<file path="config.mk">
export PLATFORM = sky130hd
export DESIGN_NAME = register_op_driver_flat
export DESIGN_NICKNAME = d
export VERILOG_FILES = /design/src/rtl/register_op_driver_if.sv /design/src/rtl/register_op_driver.sv /design/src/flat_wrapper.sv
export SDC_FILE = /design/constraint.sdc
export NUM_CORES = 1
export LEC_CHECK = 0
export ABC_AREA = 1
export CORE_MARGIN = 5
export CORE_UTILIZATION = 37
export DETAILED_ROUTE_END_ITERATION = 12
export GPL_TIMING_DRIVEN = 0
export SLEW_MARGIN = 20
export SYNTH_ARGS = -nofsm -noshare
export SYNTH_HDL_FRONTEND = slang
export SYNTH_SLANG_ARGS = --single-unit
</file>
<file path="constraint.sdc">
create_clock -name clk -period 1.5 [get_ports clk]
set_clock_uncertainty 0.05 [all_clocks]
set_input_delay 0.375 -clock clk [delete_from_list [all_inputs] [get_ports clk]]
set_output_delay 0.375 -clock clk [all_outputs]
set_load 0.05 [all_outputs]
</file>
<file path="src/rtl/register_op_driver_if.sv">
// Command and register-drive bundle for register_op_driver.
// master = command issuer / register side, slave = the driver itself.
interface register_op_driver_if #(
   parameter int NBits = 4,
   parameter int CntW  = 8
);
   logic             cmd_valid;
   logic             cmd_ready;
   logic [1:0]       cmd_op;
   logic [NBits-1:0] cmd_data;
   logic [CntW-1:0]  cmd_count;
   logic [1:0]       reg_funsel;
   logic             reg_e;
   logic [NBits-1:0] reg_i;
   logic [NBits-1:0] reg_q;
   logic             busy;
   logic             done;
   logic             mismatch;
   logic [NBits-1:0] expected;

   modport master (
      output cmd_valid, cmd_op, cmd_data, cmd_count, reg_q,
      input  cmd_ready, reg_funsel, reg_e, reg_i, busy, done, mismatch, expected
   );

   modport slave (
      input  cmd_valid, cmd_op, cmd_data, cmd_count, reg_q,
      output cmd_ready, reg_funsel, reg_e, reg_i, busy, done, mismatch, expected
   );
endinterface

</file>
<file path="src/rtl/register_op_driver.sv">
// Expands clear/load/count commands into funsel/enable drive and checks reg_q (REGDRV_SATURATE_EN: counts stop at the limit).
// Latency: accept edge, N issue cycles, one CHECK cycle; next accept N+2 cycles later.
// Backpressure: cmd_ready only in IDLE; cmd_valid elsewhere is ignored, nothing is queued.
module register_op_driver #(
   parameter int NBits = 4,
   parameter int CntW  = 8
) (
   input  logic               clk,
   input  logic               rst_n,
   register_op_driver_if.slave bus
);
   localparam logic [1:0] S_IDLE  = 2'd0;
   localparam logic [1:0] S_ISSUE = 2'd1;
   localparam logic [1:0] S_CHECK = 2'd2;

   localparam logic [1:0] OP_CLR = 2'b00;
   localparam logic [1:0] OP_LD  = 2'b01;
   localparam logic [1:0] OP_DN  = 2'b10;
   localparam logic [1:0] OP_UP  = 2'b11;

   localparam logic [NBits-1:0] ALL_ONES = '1;

   logic [1:0]       state;
   logic [CntW-1:0]  steps;
   logic [NBits-1:0] expected;
   logic [NBits-1:0] reg_i;
   logic [1:0]       reg_funsel;
   logic             reg_e;
   logic             mismatch;

   logic [CntW-1:0]  start_steps;
   logic [NBits-1:0] start_exp;
   logic [NBits-1:0] exp_step;
   logic             start_blocked;
   logic             sat_hit;
   logic             last_step;

   always_comb begin
      start_steps = bus.cmd_op[1] ? bus.cmd_count : CntW'(1);
      case (bus.cmd_op)
         OP_CLR:  start_exp = '0;
         OP_LD:   start_exp = bus.cmd_data;
         default: start_exp = bus.reg_q;
      endcase
      exp_step = (reg_funsel == OP_UP) ? expected + 1'b1 : expected - 1'b1;
`ifdef REGDRV_SATURATE_EN
      start_blocked = ((bus.cmd_op == OP_UP) && (bus.reg_q == ALL_ONES)) ||
                      ((bus.cmd_op == OP_DN) && (bus.reg_q == '0));
      // The step that lands on the limit is the last one issued.
      sat_hit = ((reg_funsel == OP_UP) && (exp_step == ALL_ONES)) ||
                ((reg_funsel == OP_DN) && (exp_step == '0));
`else
      start_blocked = 1'b0;
      sat_hit       = 1'b0;
`endif
      last_step = (steps == CntW'(1)) || sat_hit;
   end

   always_ff @(posedge clk) begin
      if (!rst_n) begin
         state      <= S_IDLE;
         steps      <= '0;
         expected   <= '0;
         reg_i      <= '0;
         reg_funsel <= OP_CLR;
         reg_e      <= 1'b0;
         mismatch   <= 1'b0;
      end else begin
         case (state)
            S_IDLE: begin
               if (bus.cmd_valid) begin
                  mismatch   <= 1'b0;
                  reg_funsel <= bus.cmd_op;
                  reg_i      <= (bus.cmd_op == OP_LD) ? bus.cmd_data : '0;
                  expected   <= start_exp;
                  steps      <= start_steps;
                  if ((start_steps == '0) || start_blocked) begin
                     state <= S_CHECK;
                     reg_e <= 1'b0;
                  end else begin
                     state <= S_ISSUE;
                     reg_e <= 1'b1;
                  end
               end
            end
            S_ISSUE: begin
               steps <= steps - 1'b1;
               if (reg_funsel[1]) expected <= exp_step;
               if (last_step) begin
                  state <= S_CHECK;
                  reg_e <= 1'b0;
               end
            end
            S_CHECK: begin
               if (bus.reg_q != expected) mismatch <= 1'b1;
               state <= S_IDLE;
            end
            default: begin
               state <= S_IDLE;
               reg_e <= 1'b0;
            end
         endcase
      end
   end

   assign bus.cmd_ready  = (state == S_IDLE);
   assign bus.busy       = (state != S_IDLE);
   assign bus.done       = (state == S_CHECK);
   assign bus.reg_funsel = reg_funsel;
   assign bus.reg_e      = reg_e;
   assign bus.reg_i      = reg_i;
   assign bus.mismatch   = mismatch;
   assign bus.expected   = expected;
endmodule

</file>
<file path="src/flat_wrapper.sv">
// flat-port wrapper written by rule: the top's interface ports become plain ports
module register_op_driver_flat 
#(
   parameter int NBits = 4,
   parameter int CntW  = 8
)
  (clk, rst_n, bus_cmd_valid, bus_cmd_op, bus_cmd_data, bus_cmd_count, bus_reg_q, bus_cmd_ready, bus_reg_funsel, bus_reg_e, bus_reg_i, bus_busy, bus_done, bus_mismatch, bus_expected);
  register_op_driver_if #(.NBits(NBits), .CntW(CntW)) bus_i ();
  input  logic clk;
  input  logic rst_n;
  input wire logic [$bits(bus_i.cmd_valid)-1:0] bus_cmd_valid;
  input wire logic [$bits(bus_i.cmd_op)-1:0] bus_cmd_op;
  input wire logic [$bits(bus_i.cmd_data)-1:0] bus_cmd_data;
  input wire logic [$bits(bus_i.cmd_count)-1:0] bus_cmd_count;
  input wire logic [$bits(bus_i.reg_q)-1:0] bus_reg_q;
  output wire logic [$bits(bus_i.cmd_ready)-1:0] bus_cmd_ready;
  output wire logic [$bits(bus_i.reg_funsel)-1:0] bus_reg_funsel;
  output wire logic [$bits(bus_i.reg_e)-1:0] bus_reg_e;
  output wire logic [$bits(bus_i.reg_i)-1:0] bus_reg_i;
  output wire logic [$bits(bus_i.busy)-1:0] bus_busy;
  output wire logic [$bits(bus_i.done)-1:0] bus_done;
  output wire logic [$bits(bus_i.mismatch)-1:0] bus_mismatch;
  output wire logic [$bits(bus_i.expected)-1:0] bus_expected;
  assign bus_i.cmd_valid = bus_cmd_valid;
  assign bus_i.cmd_op = bus_cmd_op;
  assign bus_i.cmd_data = bus_cmd_data;
  assign bus_i.cmd_count = bus_cmd_count;
  assign bus_i.reg_q = bus_reg_q;
  assign bus_cmd_ready = bus_i.cmd_ready;
  assign bus_reg_funsel = bus_i.reg_funsel;
  assign bus_reg_e = bus_i.reg_e;
  assign bus_reg_i = bus_i.reg_i;
  assign bus_busy = bus_i.busy;
  assign bus_done = bus_i.done;
  assign bus_mismatch = bus_i.mismatch;
  assign bus_expected = bus_i.expected;
  register_op_driver #(.NBits(NBits), .CntW(CntW)) u_core (.clk(clk), .rst_n(rst_n), .bus(bus_i));
endmodule
</file>
# --- Word level (Yosys, flattened, before mapping) ---
# Index checks and enable logic that the tools add are counted.
word_totals:
  reg_bits: 22
  elab_cells: 53
classes:
  addsub: 3
  n_eq_ne: 10
  mux: 20
  bitwise_logic: 1
  reduce_logical: 12
op_table:
  columns: ["op", "n"]
  rows:
  - ["4-bit two-way mux", 4]
  - ["8-bit two-way mux", 2]
  - ["4-bit one-hot mux with 2 select lines", 2]
  - ["8-bit one-hot mux with 2 select lines", 1]
  - ["3-bit AND reduction", 3]
  - ["8-bit by 1-bit equality test with 1-bit output, second input constant", 1]
  - ["8-bit zero test", 1]
  - ["8-bit by 1-bit subtractor with 8-bit output, second input constant", 1]
  - ["2-bit two-way mux", 3]
  - ["2-bit by 1-bit != test with 1-bit output, second input constant", 3]
  - ["2-bit AND reduction", 3]
  - ["2-bit nonzero test", 3]
  - ["1-bit two-way mux", 5]
  - ["4-bit by 1-bit adder with 4-bit output, second input constant", 1]
  - ["2-bit by 1-bit equality test with 1-bit output, second input constant", 2]
  - ["2-bit equality test, second input constant", 2]
  - ["2-bit zero test", 2]
  - ["4-bit != test", 1]
  - ["2-bit one-hot mux with 2 select lines", 1]
  - ["4-bit by 1-bit subtractor with 4-bit output, second input constant", 1]
  - ["1-bit one-hot mux with 3 select lines", 1]
  - ["2-bit != test, second input constant", 1]
  - ["1-bit one-hot mux with 2 select lines", 1]
  - ["1-bit NOT", 1]

# --- Longest topological paths before layout ---
depth:
  depth_word: 5
  depth_mapped: 9

# --- Worst setup path before layout ---
# OpenSTA, ideal clock, no wires.
synth_timing:
  path_kind: "register to register"
  start: "reg u_core.reg_funsel[0] (netlist: u_core.bus.reg_funsel[0])"
  end: "reg u_core.expected[2] (netlist: u_core.bus.expected[2])"
  setup_ns: 0.116
  t_arrival_ns: 1.694
  t_required_ns: 1.334
  path_slack_ns: -0.360
  stages_incl_launch_ff: 8
  n_path_buf: 0
  synth_period_minus_slack_ns: 1.860
  path_cell_list: "dfxtp_1 > nand2_1 > fa_1 > xor2_1 > nand2_1 > nand3_1 > nor2_1 > nor2_1"
synth_between:
  elab_chain_cells: 4
synth_lines:
  columns: ["element", "line_no", "source"]
  rows:
  - ["start, declared", "register_op_driver.sv:27", "logic [1:0] reg_funsel;"]
  - ["start signal, assigned", "register_op_driver.sv:73", "reg_funsel <= bus.cmd_op;"]
  - ["2-bit equality test", "register_op_driver.sv:45", "exp_step = (reg_funsel == OP_UP) ? expected + 1'b1 : expected - 1'b1;"]
  - ["4-bit two-way mux", "register_op_driver.sv:45", null]
  - ["4-bit two-way mux", "register_op_driver.sv:88", "if (reg_funsel[1]) expected <= exp_step;"]
  - ["4-bit one-hot mux with 2 select lines", "register_op_driver.sv:69", "case (state)"]
  - ["end signal, assigned", "register_op_driver.sv:75", "expected <= start_exp;"]
  - ["end signal, assigned", "register_op_driver.sv:88", null]
  - ["end, declared", "register_op_driver.sv:25", "logic [NBits-1:0] expected;"]
# Every way passes these cells. The select of a mux whose other input is x is not followed.
# A chain may end at the register's enable or synchronous reset.

# --- Final worst setup path ---
layout_timing:
  start: "reg u_core.state[0]"
  end: "out bus_cmd_ready"
layout_between:
  elab_chain_cells: 1
layout_lines:
  columns: ["element", "line_no", "source"]
  rows:
  - ["start, declared", "register_op_driver.sv:23", "logic [1:0] state;"]
  - ["start signal, assigned", "register_op_driver.sv:61", "state <= S_IDLE;"]
  - ["start signal, assigned", "register_op_driver.sv:78", "state <= S_CHECK;"]
  - ["start signal, assigned", "register_op_driver.sv:81", "state <= S_ISSUE;"]
  - ["2-bit zero test", "register_op_driver.sv:106", "assign bus.cmd_ready = (state == S_IDLE);"]
  - ["end, declared", "flat_wrapper.sv:16", "output wire logic [$bits(bus_i.cmd_ready)-1:0] bus_cmd_ready;"]
# Every way passes these cells.

==> run metrics <==
gpl congestion between 0.9 and 1; TritonRoute pass-1 iters 4; Final Power 2.06 mW; DIE HEIGHT a little over 70 µm; start point of the critical path u_core.state[0]; CTS max path bufs 2; Worst Setup EP bus_cmd_ready; DRT iter0 DRCs between 50 and 60; register-to-register setup slack 130 ps; Mapped Area between 1000 and 1500 µm²; Worst Setup End Kind output port; Slew @ Worst Pin 316 ps; CTS Sinks 22; postcts setup bufs 0; die area 5000 µm²; total gr overflow 0; H-tree levels 1; Inserted Diodes 0; Hold Path Class flip-flop to flip-flop; ANT nets after route 0; fin crit share a little over nine tenths; Post-Route Setup TNS 0 ps; port bufs 34; Unique masters post-synth 28; Final #Nets approximately 260; final hold slack about 420 ps; Synth area leaders dfxtp_1 32%, nand2_1 12%, a21oi_1 8.4%; maxcap violations 0; Root Buffer clkbuf_8; hold depth 2; fin crit period 1440 ps; clock transition at the registers of the reported paths 90 ps; Power Dens Cells about 1100 nW/µm²; reg2reg path depth 7; Hold Fails Final Rpt 0; crit start category flip-flop; RSZ-0062 raised after global routing no; Rows 22; DP HPWL 2780 µm; Critical Path RT 1070 ps; CTS tree done; Syn Area/Cell slightly below 7 µm²; IO Count 36; Hold-fix buffers, CTS 0; Peak Freq 693 MHz; die width 70.7 µm; number of synthesized register bits 22; Leak Pwr 0.783 nW; register area share after synthesis between 30 and 40%; initial antenna violation count 0; Detailed Route WL 3520 µm; biggest area consumer among synthesized cells dfxtp_1; Final setup viols 0; Residual DRC 0; number of synthesis warnings 0; first-pass GRT wire length 6090 µm; CTS Buf Count 3; pins over their slew limit 0; Synth-to-Final Area Change 37.4%; crit path DAT 1020 ps; worst relative slew slack 78.7%; status finished, final reports clean; core area 3610 µm²; Reg2Reg Launch Point u_core.bus.reg_funsel[1]; Vias 1366; crit path kind flip-flop to output port; syn nets 223; vias in the first global route 1312; post_cts resized between 60 and 70; FF-to-FF End u_core.bus.expected[2]; layout cells sized above 1 a little over a fifth; Starting Density a little under two fifths; peak supply drop 0.000413 V; global-route usage over all layers 15.0%; largest net degree at the start of global routing 14; leading cell type in the layout, fill and taps excluded nand2_1; Mapped Cells slightly below 200; most frequent cells in the layout 42 x nand2_1, 23 x a21oi_1, 20 x nor2_1; WL/cell around 12 µm; Synth top area share 32.3%; worst-path fanout max 4; via/cell ratio just under 5; Worst-Skew Late Latency between 200 and 300 ps
==> Yosys cell counts, drive strengths merged <==
cell	count
nand2	46
a21oi	25
nor2	23
o21ai	23
dfxtp	22
inv	20
nand3	12
xor2	7
buf	4
ha	4
nand4	3
o21bai	2
a211oi	1
a21boi	1
a31oi	1
fa	1
nor3	1
xnor2	1
==> metal layers <==
metal	wire [µm]	share of wire (%)	track usage [%]
met2	1620	46	24.4
met5	0	0	0
met4	49	1.4	5.22
met3	181	5.1	2.41
met1	1680	48	20.0
==> logic make-up (layout without fill, tap and decap cells) <==
kind of cell	Yosys count	in the layout	synth area share, %
XOR/XNOR	8	8	5.14
buffers and inverters	24	62	8.17
AND/OR/NAND/NOR	85	85	27.2
flip-flops	22	22	32.3
AO/OA/AOI/OAI	53	53	22.0
adder cells (fa/ha/maj)	5	5	5.14
==> worst max-delay path, stage by stage, from the launching register on <==
cell and delay (ps):
dfxtp_4 380, nor2_4 110, buf_2 260
==> registers in the layout, indices dropped and copies added (netlist names) <==
register,cells
u_core.bus.reg_i,4
u_core.bus.reg_e,1
u_core.bus.expected,4
u_core.bus.reg_funsel,2
u_core.state,2
u_core.steps,8
u_core.bus.mismatch,1
==> metrics by stage <==
stage	area [µm²]	cells	setup WS, ps	util [%]
6_report	1870	283	57.2	51.9
5_1_grt	1870	283	10.5	51.9
4_1_cts	1860	283	16.3	51.5
3_5_place_dp	1780	279	-393	49.3
3_3_place_gp	1780	279	-390	49.3
2_1_floorplan	1380	197	12.8	-
==> worst min path at each step <==
| stage | start | end | slack, ps |
|---|---|---|---|
| finish | u_core.bus.reg_i[3] | u_core.bus.reg_i[3] | 420 |
| global route | u_core.bus.mismatch | u_core.bus.mismatch | 430 |
| CTS | u_core.bus.reg_e | u_core.bus.reg_e | 410 |
| detailed placement | u_core.bus.reg_e | u_core.bus.reg_e | 400 |
| global placement | u_core.bus.mismatch | u_core.bus.mismatch | 400 |
| floorplan | u_core.steps[4] | u_core.steps[4] | 420 |
==> layout make-up <==
type | count | area (µm²)
Buffer | 4 | 32.5
Clock buffer | 3 | 41.3
Clock inverter | 1 | 30.0
Fill cell | 369 | 1730
Inverter | 20 | 80.1
Multi-Input combinational cell | 151 | 841
Sequential cell | 22 | 457
Tap cell | 48 | 60.1
Timing Repair Buffer | 34 | 330
==> power breakdown <==
group	leakage [nW]	total [mW]	switching (mW)	internal, mW
clock	0.0357	0.562	0.205	0.357
combinational	0.563	0.769	0.478	0.291
sequential	0.185	0.734	0.0793	0.655
total	0.783	2.06	0.762	1.30
No activity file was read; power rests on OpenSTA's default activity.
